File: config.mk
export PLATFORM = sky130hd
export DESIGN_NAME = ref_mem_counter
export DESIGN_NICKNAME = d
export VERILOG_FILES = /design/src/rtl/ref_ctrl_pkg.sv /design/src/rtl/ref_mem_counter.sv
export SDC_FILE = /design/constraint.sdc
export NUM_CORES = 1
export LEC_CHECK = 0
export CORE_AREA = 3 3 40 42
export DETAILED_ROUTE_END_ITERATION = 10
export DIE_AREA = 0 0 43 45
export HOLD_SLACK_MARGIN = 0.12
export MAX_ROUTING_LAYER = met4
export PLACE_DENSITY_LB_ADDON = 0.08
export SKIP_LAST_GASP = 1
export SLEW_MARGIN = 10
export SYNTH_ARGS = -nofsm -noshare
export SYNTH_HDL_FRONTEND = slang
export SYNTH_SLANG_ARGS = --single-unit
File: constraint.sdc
create_clock -name clk -period 0.98 [get_ports clk]
set_input_delay 0.196 -clock clk [delete_from_list [all_inputs] [get_ports clk]]
set_output_delay 0.196 -clock clk [all_outputs]
set_load 0.03 [all_outputs]
File: src/rtl/ref_ctrl_pkg.sv
// Shared refresh-controller definitions: refresh memory depth and the address
// type used by the refresh memory, the scheduler and the address sequencer.
package ref_ctrl_pkg;

    localparam int REF_MEM_ENTRIES = 8;
    localparam int REF_MEM_ADDR_W  = (REF_MEM_ENTRIES > 1) ? $clog2(REF_MEM_ENTRIES) : 1;

    typedef logic [REF_MEM_ADDR_W-1:0] ref_mem_addr_t;

endpackage : ref_ctrl_pkg

File: src/rtl/ref_mem_counter.sv
// Refresh memory address sequencer: steps one entry per completed refresh and
// pulses cycle_done on the edge that wraps the pointer back to entry 0.
module ref_mem_counter
    import ref_ctrl_pkg::*;
#(
    parameter int NUM_ENTRIES = REF_MEM_ENTRIES,
    parameter int ADDR_W      = REF_MEM_ADDR_W
) (
    input  logic              clk,
    input  logic              rst,
    input  logic              any_ref_done,
    output logic [ADDR_W-1:0] ref_mem_addr_o,
    output logic              cycle_done
);

    // One extra bit so NUM_ENTRIES == 2**ADDR_W still compares correctly.
    localparam logic [ADDR_W:0] L_WRAP_AT = (ADDR_W+1)'(NUM_ENTRIES);

    logic [ADDR_W-1:0] r_addr;
    logic              r_cycle_done;

    logic [ADDR_W:0]   w_addr_inc;
    logic              w_wrap;
    logic [ADDR_W-1:0] w_addr_next;

    always_comb begin
        w_addr_inc  = {1'b0, r_addr} + {{ADDR_W{1'b0}}, 1'b1};
        w_wrap      = any_ref_done && (w_addr_inc == L_WRAP_AT);
        w_addr_next = r_addr;
        if (w_wrap) begin
            w_addr_next = '0;
        end else if (any_ref_done) begin
            w_addr_next = w_addr_inc[ADDR_W-1:0];
        end
    end

    // NOTE: state uses non-blocking assignments and clears on the asynchronous
    // reset edge, so outputs drop without waiting for a clock.
    always_ff @(posedge clk or negedge rst) begin
        if (!rst) begin
            r_addr       <= '0;
            r_cycle_done <= 1'b0;
        end else begin
            r_addr       <= w_addr_next;
            r_cycle_done <= w_wrap;
        end
    end

    assign ref_mem_addr_o = r_addr;
    assign cycle_done     = r_cycle_done;

    a_no_x_input : assert property (@(posedge clk) disable iff (!rst)
        !$isunknown(any_ref_done));

    a_addr_range : assert property (@(posedge clk) disable iff (!rst)
        32'(r_addr) < NUM_ENTRIES);

    a_done_at_zero : assert property (@(posedge clk) disable iff (!rst)
        r_cycle_done |-> (r_addr == '0));

    a_done_single : assert property (@(posedge clk) disable iff (!rst)
        r_cycle_done |=> !r_cycle_done);

endmodule : ref_mem_counter

==> reports/results.env, run 1 <==
VDD_IR_DROP_MAX_mV=0.778
DIE_W_UM=43
DESIGN.CORE.AREA_UM2=1280
SETUP.WORST_PATH.END_CLASS='primary output'
FINISH.CELL_COUNT_WITHOUT_FILLERS=44
TOTAL_POWER_uW=1270
WL_MET1_UM=149
WORST-PATH-MAX-FANOUT=4
HOLDCRITPATHCLASS='in2async'
STATUS='complete, but fails checks'
GRT_PASS1_VIAS=155
PIN_COUNT_OF_THE_BIGGEST_NET_ENTERING_GLOBAL_ROUTING=5
DRT-TOTAL-WL_UM=382
DRC=0
POWER.LEAKAGE_uW=0.000170
SYN-NUM-NETS=17
FIN_CRIT_PS=1090
CLK_PIN_SLEW_WORST_PATHS_PS=40
GP_CONGESTION=0.600
DIE_H_UM=45
SYNTH_CELL_TYPE_COUNT=8
LAYOUT_WORST_PATH_CYCLE_SHARE_PCT=112
YS_FF_LATCH=4
POWER.DENSITY_nW_PER_UM2=3580
GRT_ANTENNA_BEFORE_REPAIR=0
CLK-INSERTION-DELAY-LATE_PS=240
DP_CELLS=36
AREA_DELTA_SYNTH_FINAL_PCT=104
LEADING_CELL_TYPE_IN_THE_LAYOUT_FILL_AND_TAPS_EXCLUDED='buf_6'
CLOCK-SINKS=4
CTS_BUFFERS=3
SYNTH.YOSYS.WARNINGS=0
POST_SYNTH_INST_COUNT=12
COMB_POWER_SHARE_PCT=59.3
POST_SYNTH_INSTANCE_AREA_UM2=174
SYNTHTOPCELLSBYAREA='dfrtp_1, ha_1, mux2_4'
CTS_TREE='built'
RSZ_0062_RAISED_AFTER_GLOBAL_ROUTING='yes'
SYNTH.YOSYS.SEQ_AREA_SHARE_PCT=57.6
PATH_TYPE_OF_THE_WORST_SETUP_PATH='reg2out'
FINAL_CRITICAL_PATH_SETUP_SLACK_PS=-113
MAX_CLOCK_FREQ_MHz=915
CLOCK_H_TREE_LEVELS=1
HEADROOM_TO_THE_MAX_SLEW_LIMIT_PCT=87.8
IO_BUFFER_COUNT=6
KIND_OF_LAUNCH_POINT_OF_THE_WORST_SETUP_PATH='register'
SYN_AREA_PER_CELL_UM2=14.5
ROUTED_WIRE_LENGTH_PER_INSTANCE_UM=8.68
WORST_CLOCK_SKEW_PS=2.43
TIMING.FINAL.HOLD_VIOLATIONS=0
SIGNAL_ARRIVAL_TIME_AT_THE_WORST_ENDPOINT_PS=900
INTPOWER_uW=824
TOTAL_COUNT_OF_MAX_TRANSITION_VIOLATIONS_IN_THE_FINAL_REPORT=0
NNETSFINAL=35
SYNTH_LARGEST_TYPE_AREA_FRACTION_PCT=57.6
FINAL_DESIGN_AREA_NO_FILL_UM2=354
PLACEMENT.CELL_AREA_UM2=268
FIN_TNS_SETUP_PS=-311
GLOBALROUTEOVERFLOWTOTAL=0
DIEAREA_UM2=1940
DRIVE_GT1_SHARE_PCT=65.5
MET3_WIRELENGTH_UM=46
MET2ROUTEDLENGTH_UM=155
SEQ_POWER_SHARE_PCT=22.7
DRT.ANTENNA.VIOLATING_NETS=0
POWER_SWITCHING_uW=443
NUM_ANTENNA_CELLS=0
CAP_VIOLATIONS=0
VIOLATIONS_IN_THE_FINAL_REPORTS='setup timing'
YOSYSTOPAREACELL='dfrtp_1'
CRIT_REQUIRED_PS=780
CTS_ROOT_BUFFER='clkbuf_4'
PLACEMENTROWS=13
FINAL_CELL_MIX='buf_6, buf_4, clkbuf_4'
DRT_PRE_ANTENNA_ITERS=2
SLEW_AT_THE_PIN_WITH_THE_WORST_MAX_SLEW_SLACK_PS=183
FINALSETUPVIOLCOUNT=4
NUM-FILL-CELLS=139
CLOCKBUFFERDEPTH=2
GRT_FIRST_PASS_WIRELENGTH_UM=724
TRACK_USAGE_PCT=6.37
FIRST_ITER_VIOLATIONS=2
DR.MAX_LAYER_USED='met4'
CLKPWRFRAC_PCT=18.0
HOLD_WS_PS=157
INITIAL_CELL_DENSITY_OF_THE_CORE_PCT=13.5
SWITCHING_SHARE_PCT=35.0
DETAILROUTE.VIA_COUNT=159
DP.FINAL_HPWL_UM=287
AVGVIACOUNTPERCELL=3.61
IO-PIN-COUNT=7
-- critical path, stage by stage (launching register included) --
cell and delay (ps):
dfrtp_2 400, buf_6 130, buf_6 130
-- area by class of cell --
cell class | instances | area [µm²] | area share (%)
Clock buffer | 4 | 26.3 | 7.42
Multi-Input combinational cell | 8 | 81.3 | 23.0
Sequential cell | 4 | 103 | 29.0
Tap cell | 15 | 18.8 | 5.30
Timing Repair Buffer | 13 | 125 | 35.3
-- sequential cells by signal (all words and copies together) (netlist names) --
signal,cells
ref_mem_addr_o,3
cycle_done,1
-- worst paths after layout --
check,from,slack (ps),to,cells past startpoint
worst max-delay path,ref_mem_addr_o[1],-110,ref_mem_addr_o[1],2
worst min-delay path,rst,160,ref_mem_addr_o[1],1
worst max register to register,ref_mem_addr_o[1],-80,ref_mem_addr_o[1],2
worst min register to register,ref_mem_addr_o[1],630,ref_mem_addr_o[1],2
max in group asynchronous,rst,640,ref_mem_addr_o[0],1
min in group clk,ref_mem_addr_o[1],630,ref_mem_addr_o[1],2
-- logic make-up (layout without fill, tap and decap cells) --
group	Yosys count	after routing	share of synthesized area [%]
fa+ha+maj	2	2	14.4
mux	1	1	8.63
flops	4	4	57.6
buf+inv	0	17	0
xor+xnor	2	2	10.1
simple gates	3	3	9.36
-- per-layer routing --
| metal | track usage, % | vias to the layer above |
|---|---|---|
| li1 | - | 73 |
| met1 | 6.34 | 71 |
| met2 | 6.29 | 10 |
| met3 | 4.78 | 5 |
| met4 | 9.04 | 0 |
| met5 | - | - |
-- what timing repair did --
item / CTS / global route
gates resized for setup: 5 / 2
hold buffers: 0 / 0
setup endpoints to repair: 5 / 7
buffers inserted: 3 / 1
-- power by group through the flow --
stage	clock network [µW]	registers, µW	logic, µW
4_1_cts	240	281	715
6_report	228	287	752
2_1_floorplan	0	446	139
3_5_place_dp	0	288	522
5_1_grt	262	293	815
3_3_place_gp	0	284	531
-- metrics by stage --
| step | utilization (%) | setup slack (ps) |
|---|---|---|
| 2_1_floorplan | - | -170 |
| 3_3_place_gp | 20.8 | -147 |
| 3_5_place_dp | 20.8 | -171 |
| 4_1_cts | 26.4 | -119 |
| 5_1_grt | 27.6 | -149 |
| 6_report | 27.6 | -113 |
-- synthesized netlist by cell type, drive strengths merged --
cell type,number
dfrtp,4
ha,2
mux2,1
nand2,1
nand4,1
nor2,1
xnor2,1
xor2,1
(Power assumes the default switching activity.)
==> inputs of run 2 (changes only) <==
--- a/config.mk
+++ b/config.mk
@@ -5,6 +5,7 @@
 export SDC_FILE = /design/constraint.sdc
 export NUM_CORES = 1
 export LEC_CHECK = 0
+export ABC_AREA = 1
 export CORE_AREA = 3 3 40 42
 export DETAILED_ROUTE_END_ITERATION = 10
 export DIE_AREA = 0 0 43 45
==> constraint.sdc (replaced) <==
create_clock -name clk -period 1 [get_ports clk]
set_input_delay 0.2 -clock clk [delete_from_list [all_inputs] [get_ports clk]]
set_output_delay 0.2 -clock clk [all_outputs]
set_load 0.03 [all_outputs]
==> run 2 against run 1 <==
Die area unchanged. Largest cell class is now flip-flops and latches. Area after synthesis increased by 11%. The run still ends with setup timing left. Combinational power decreased by 36%.
==> reports/results.env, run 2 <==
SYNTH_CELL_TYPE_COUNT=7  # was 8
VIOLATIONS_IN_THE_FINAL_REPORTS='setup timing'  # unchanged
LAYOUT_WORST_PATH_CYCLE_SHARE_PCT=102
DETAILROUTE.VIA_COUNT=171  # was 159
HEADROOM_TO_THE_MAX_SLEW_LIMIT_PCT=88.2  # was 87.8%
ROUTED_WIRE_LENGTH_PER_INSTANCE_UM=7.65  # was 8.68 µm
SYNTH-EDFF-COUNT=0  # unchanged
FIRST_ITER_VIOLATIONS=3  # was 2
GLOBALROUTEOVERFLOWTOTAL=0  # unchanged
FIN_CRIT_PS=1020
CTS_ROOT_BUFFER='clkbuf_4'  # unchanged
POST-SYNTH-TOP-COUNT-CELL='nand2_1'  # was dfrtp_1
RR_STARTPOINT='ref_mem_addr_o[1]'  # unchanged
TIMING.CRITICAL_PATH.CELLS='buf_6'  # was buf_6, buf_6
FRACTION_OF_THE_MAPPED_NETLIST_AREA_IN_SIMPLE_LOGIC_GATES_PCT=24.7  # was 9.35%
NUM_ANTENNA_CELLS=0  # unchanged
PLACEMENTROWS=13  # unchanged
CRIT_REQUIRED_PS=800  # was 780 ps
DP.FINAL_HPWL_UM=300  # was 287 µm
REG2REG_TO='ref_mem_addr_o[1]'  # unchanged
FINAL_CORE_UTILIZATION_PCT=24.5  # was 27.6%
CLOCK-SINKS=4  # unchanged
GRT_ANTENNA_BEFORE_REPAIR=0  # unchanged
DRC=0  # unchanged
SYNTH.YOSYS.SEQ_AREA_SHARE_PCT=51.9  # was 57.6%
TRACK_USAGE_PCT=5.49  # was 6.37%
STATUS='complete, but fails checks'  # unchanged
CTS_BUFFERS=3  # unchanged
SIGNAL_ARRIVAL_TIME_AT_THE_WORST_ENDPOINT_PS=820  # was 900 ps
POST-PLACE-WS_PS=-64.6  # was -171 ps
SYNTH_LARGEST_TYPE_AREA_FRACTION_PCT=51.9  # was 57.6%
SYN_AREA_PER_CELL_UM2=8.76  # was 14.5 µm²
POST_SYNTH_INSTANCE_AREA_UM2=193  # was 174 µm²
DIE_W_UM=43  # unchanged
CTS_TREE='built'  # unchanged
DRT_PRE_ANTENNA_ITERS=2  # unchanged
TOTAL_POWER_uW=1010  # was 1270 µW
LARGEST_REGISTER_FF_COUNT=3  # unchanged
DRIVE_GT1_SHARE_PCT=35.3  # was 65.5%
TIMING.CRITICAL_PATH.MAX_DELAY_FAMILY='flip-flops'  # unchanged
FINAL_DESIGN_AREA_NO_FILL_UM2=315  # was 354 µm²
AVGVIACOUNTPERCELL=3.49  # was 3.61
NUM-FILL-CELLS=148  # was 139
HOLDCRITPATHCLASS='in2async'  # unchanged
KIND_OF_LAUNCH_POINT_OF_THE_WORST_SETUP_PATH='register'  # unchanged
PLACEMENT.CELL_AREA_UM2=274  # was 268 µm²
GRT_PASS1_VIAS=172  # was 155
IO_BUFFER_COUNT=6  # unchanged
CLOCK_H_TREE_LEVELS=1  # unchanged
SYN-NUM-NETS=27  # was 17
PIN_COUNT_OF_THE_BIGGEST_NET_ENTERING_GLOBAL_ROUTING=6  # was 5
COMPOUND_GATE_FRACTION_OF_SYNTH_AREA_PCT=0  # unchanged
POST_SYNTH_INST_COUNT=22  # was 12
DP_CELLS=44  # was 36
CLK-INSERTION-DELAY-LATE_PS=240  # about the same
FINALSETUPVIOLCOUNT=2  # was 4
LARGEST_FAMILY_OF_LOGIC_CELLS_BY_SYNTHESIZED_AREA='simple AND/OR/NAND/NOR gates'  # was adder cells
REG2REG_DEPTH=3  # was 2
CAP_VIOLATIONS=0  # unchanged
GP_CONGESTION=0.674  # was 0.600
IO-PIN-COUNT=7  # unchanged
TIMING.FINAL.HOLD_VIOLATIONS=0  # unchanged
SETUP.WORST_PATH.END_CLASS='primary output'  # unchanged
NNETSFINAL=40  # was 35
DIEAREA_UM2=1940  # unchanged
YS_FF_LATCH=4  # unchanged
FINISH.CELL_COUNT_WITHOUT_FILLERS=49  # was 44
CRIT_SLOWEST_CELL='dfrtp_2'  # unchanged
RSZ_0062_RAISED_AFTER_GLOBAL_ROUTING='yes'  # unchanged
MUXSHAREOFSYNTHAREA_PCT=0  # was 8.63%
SYNTH_XOR_XNOR_AREA_SHARE_PCT=4.55  # was 10.1%
FINAL_CRITICAL_PATH_SETUP_SLACK_PS=-18.9  # was -113 ps
DIE_H_UM=45  # unchanged
PATH_TYPE_OF_THE_WORST_SETUP_PATH='reg2out'  # unchanged
MAX_CLOCK_FREQ_MHz=981
INITIAL_CELL_DENSITY_OF_THE_CORE_PCT=15.0  # was 13.5%
TOTAL_COUNT_OF_MAX_TRANSITION_VIOLATIONS_IN_THE_FINAL_REPORT=0  # unchanged
POWER.LEAKAGE_uW=0.000160  # was 0.000170 µW
WORST_PATH_LARGEST_CELL_DELAY_PS=430  # was 400 ps
SYNTH_ASYNC_SR_FLOP_SHARE_PCT=100  # unchanged
VDD_IR_DROP_MAX_mV=1.34  # was 0.778 mV
WORST_CLOCK_SKEW_PS=3.64  # was 2.43 ps
DRT.ANTENNA.VIOLATING_NETS=0  # unchanged
DESIGN.CORE.AREA_UM2=1280  # unchanged
LEADING_CELL_TYPE_IN_THE_LAYOUT_FILL_AND_TAPS_EXCLUDED='nand2_1'  # was buf_6
SYNTH.YOSYS.WARNINGS=0  # unchanged
CLK_PIN_SLEW_WORST_PATHS_PS=40  # about the same
SYNTH-ADDER-AREA-SHARE_PCT=13.0  # was 14.4%
SLEW_AT_THE_PIN_WITH_THE_WORST_MAX_SLEW_SLACK_PS=176  # was 183 ps
WORST-PATH-MAX-FANOUT=5  # was 4
DRT-TOTAL-WL_UM=375  # was 382 µm
YOSYS-TOP-CELLS-COUNT='nand2_1, dfrtp_1, inv_1, ha_1'  # was dfrtp_1, ha_1
AREA_DELTA_SYNTH_FINAL_PCT=63.6  # was 104%
WORST-R2R-SETUP-SLACK_PS=50  # was -80 ps
CRIT_BUF_INV=1  # was 2
SYNTH_FLOP_CELL='dfrtp_1'  # unchanged
POWER.DENSITY_nW_PER_UM2=3200  # was 3580 nW/µm²
SYNTHTOPCELLSBYAREA='dfrtp_1, nand2_1, ha_1'  # was dfrtp_1, ha_1, mux2_4
CLOCKBUFFERDEPTH=2  # unchanged
FINAL_CELL_MIX='nand2_1, buf_4, inv_1, clkbuf_4'  # was buf_6, buf_4, clkbuf_4
YOSYSTOPAREACELL='dfrtp_1'  # unchanged
GRT_FIRST_PASS_WIRELENGTH_UM=662  # was 724 µm
-- run 2: metrics by stage --
step	hold WS (ps)	setup TNS, ps
global route	165	-133
CTS	154	-64.9
detailed placement	415	-182
floorplan	-95.6	-13.4
finish	157	-36.7
global placement	413	-286
-- run 2: layer usage --
layer / wire length [µm] / vias to the layer above / track usage [%]
met5: 0 / - / -
met4: 0 / 0 / 3.61
met3: 45 / 0 / 6.37
met2: 166 / 9 / 6.89
met1: 163 / 72 / 4.59
li1: - / 90 / -
-- run 2: cell type report --
| type | count | area [µm²] | share of cell area [%] |
|---|---|---|---|
| flip-flops and latches | 4 | 103 | 32.5 |
| inverters | 3 | 11.3 | 3.57 |
| repair buffers | 8 | 72.6 | 23.0 |
| multi-input cells | 15 | 83.8 | 26.6 |
| well taps | 15 | 18.8 | 5.95 |
| clock buffers | 4 | 26.3 | 8.33 |
-- run 2: cells by family after synthesis --
logic type    Yosys count
xor+xnor                1
fa+ha+maj               2
buf+inv                 3
flops                   4
simple gates           12
-- run 2: repair_timing --
item / CTS / global route
gates resized for setup: 2 / 0
hold buffers: 0 / 0
buffers inserted: 1 / 0
setup endpoints to repair: 3 / 4
-- run 2: worst max path at each step --
stage | start | end | cells after the start | slack [ps]
2_1_floorplan | ref_mem_addr_o[0] | ref_mem_addr_o[2] | 6 | -10
3_3_place_gp | any_ref_done | cycle_done | 3 | -90
3_5_place_dp | any_ref_done | ref_mem_addr_o[1] | 4 | -60
4_1_cts | ref_mem_addr_o[1] | ref_mem_addr_o[1] | 1 | -30
5_1_grt | ref_mem_addr_o[0] | ref_mem_addr_o[0] | 1 | -50
6_report | ref_mem_addr_o[1] | ref_mem_addr_o[1] | 1 | -20
-- run 2: power by group --
part           internal [µW]  total, µW  switching, µW
Clock                    150        225           74.6
Combinational            226        485            258
Sequential               231        300           69.0
Total                    607       1010            402
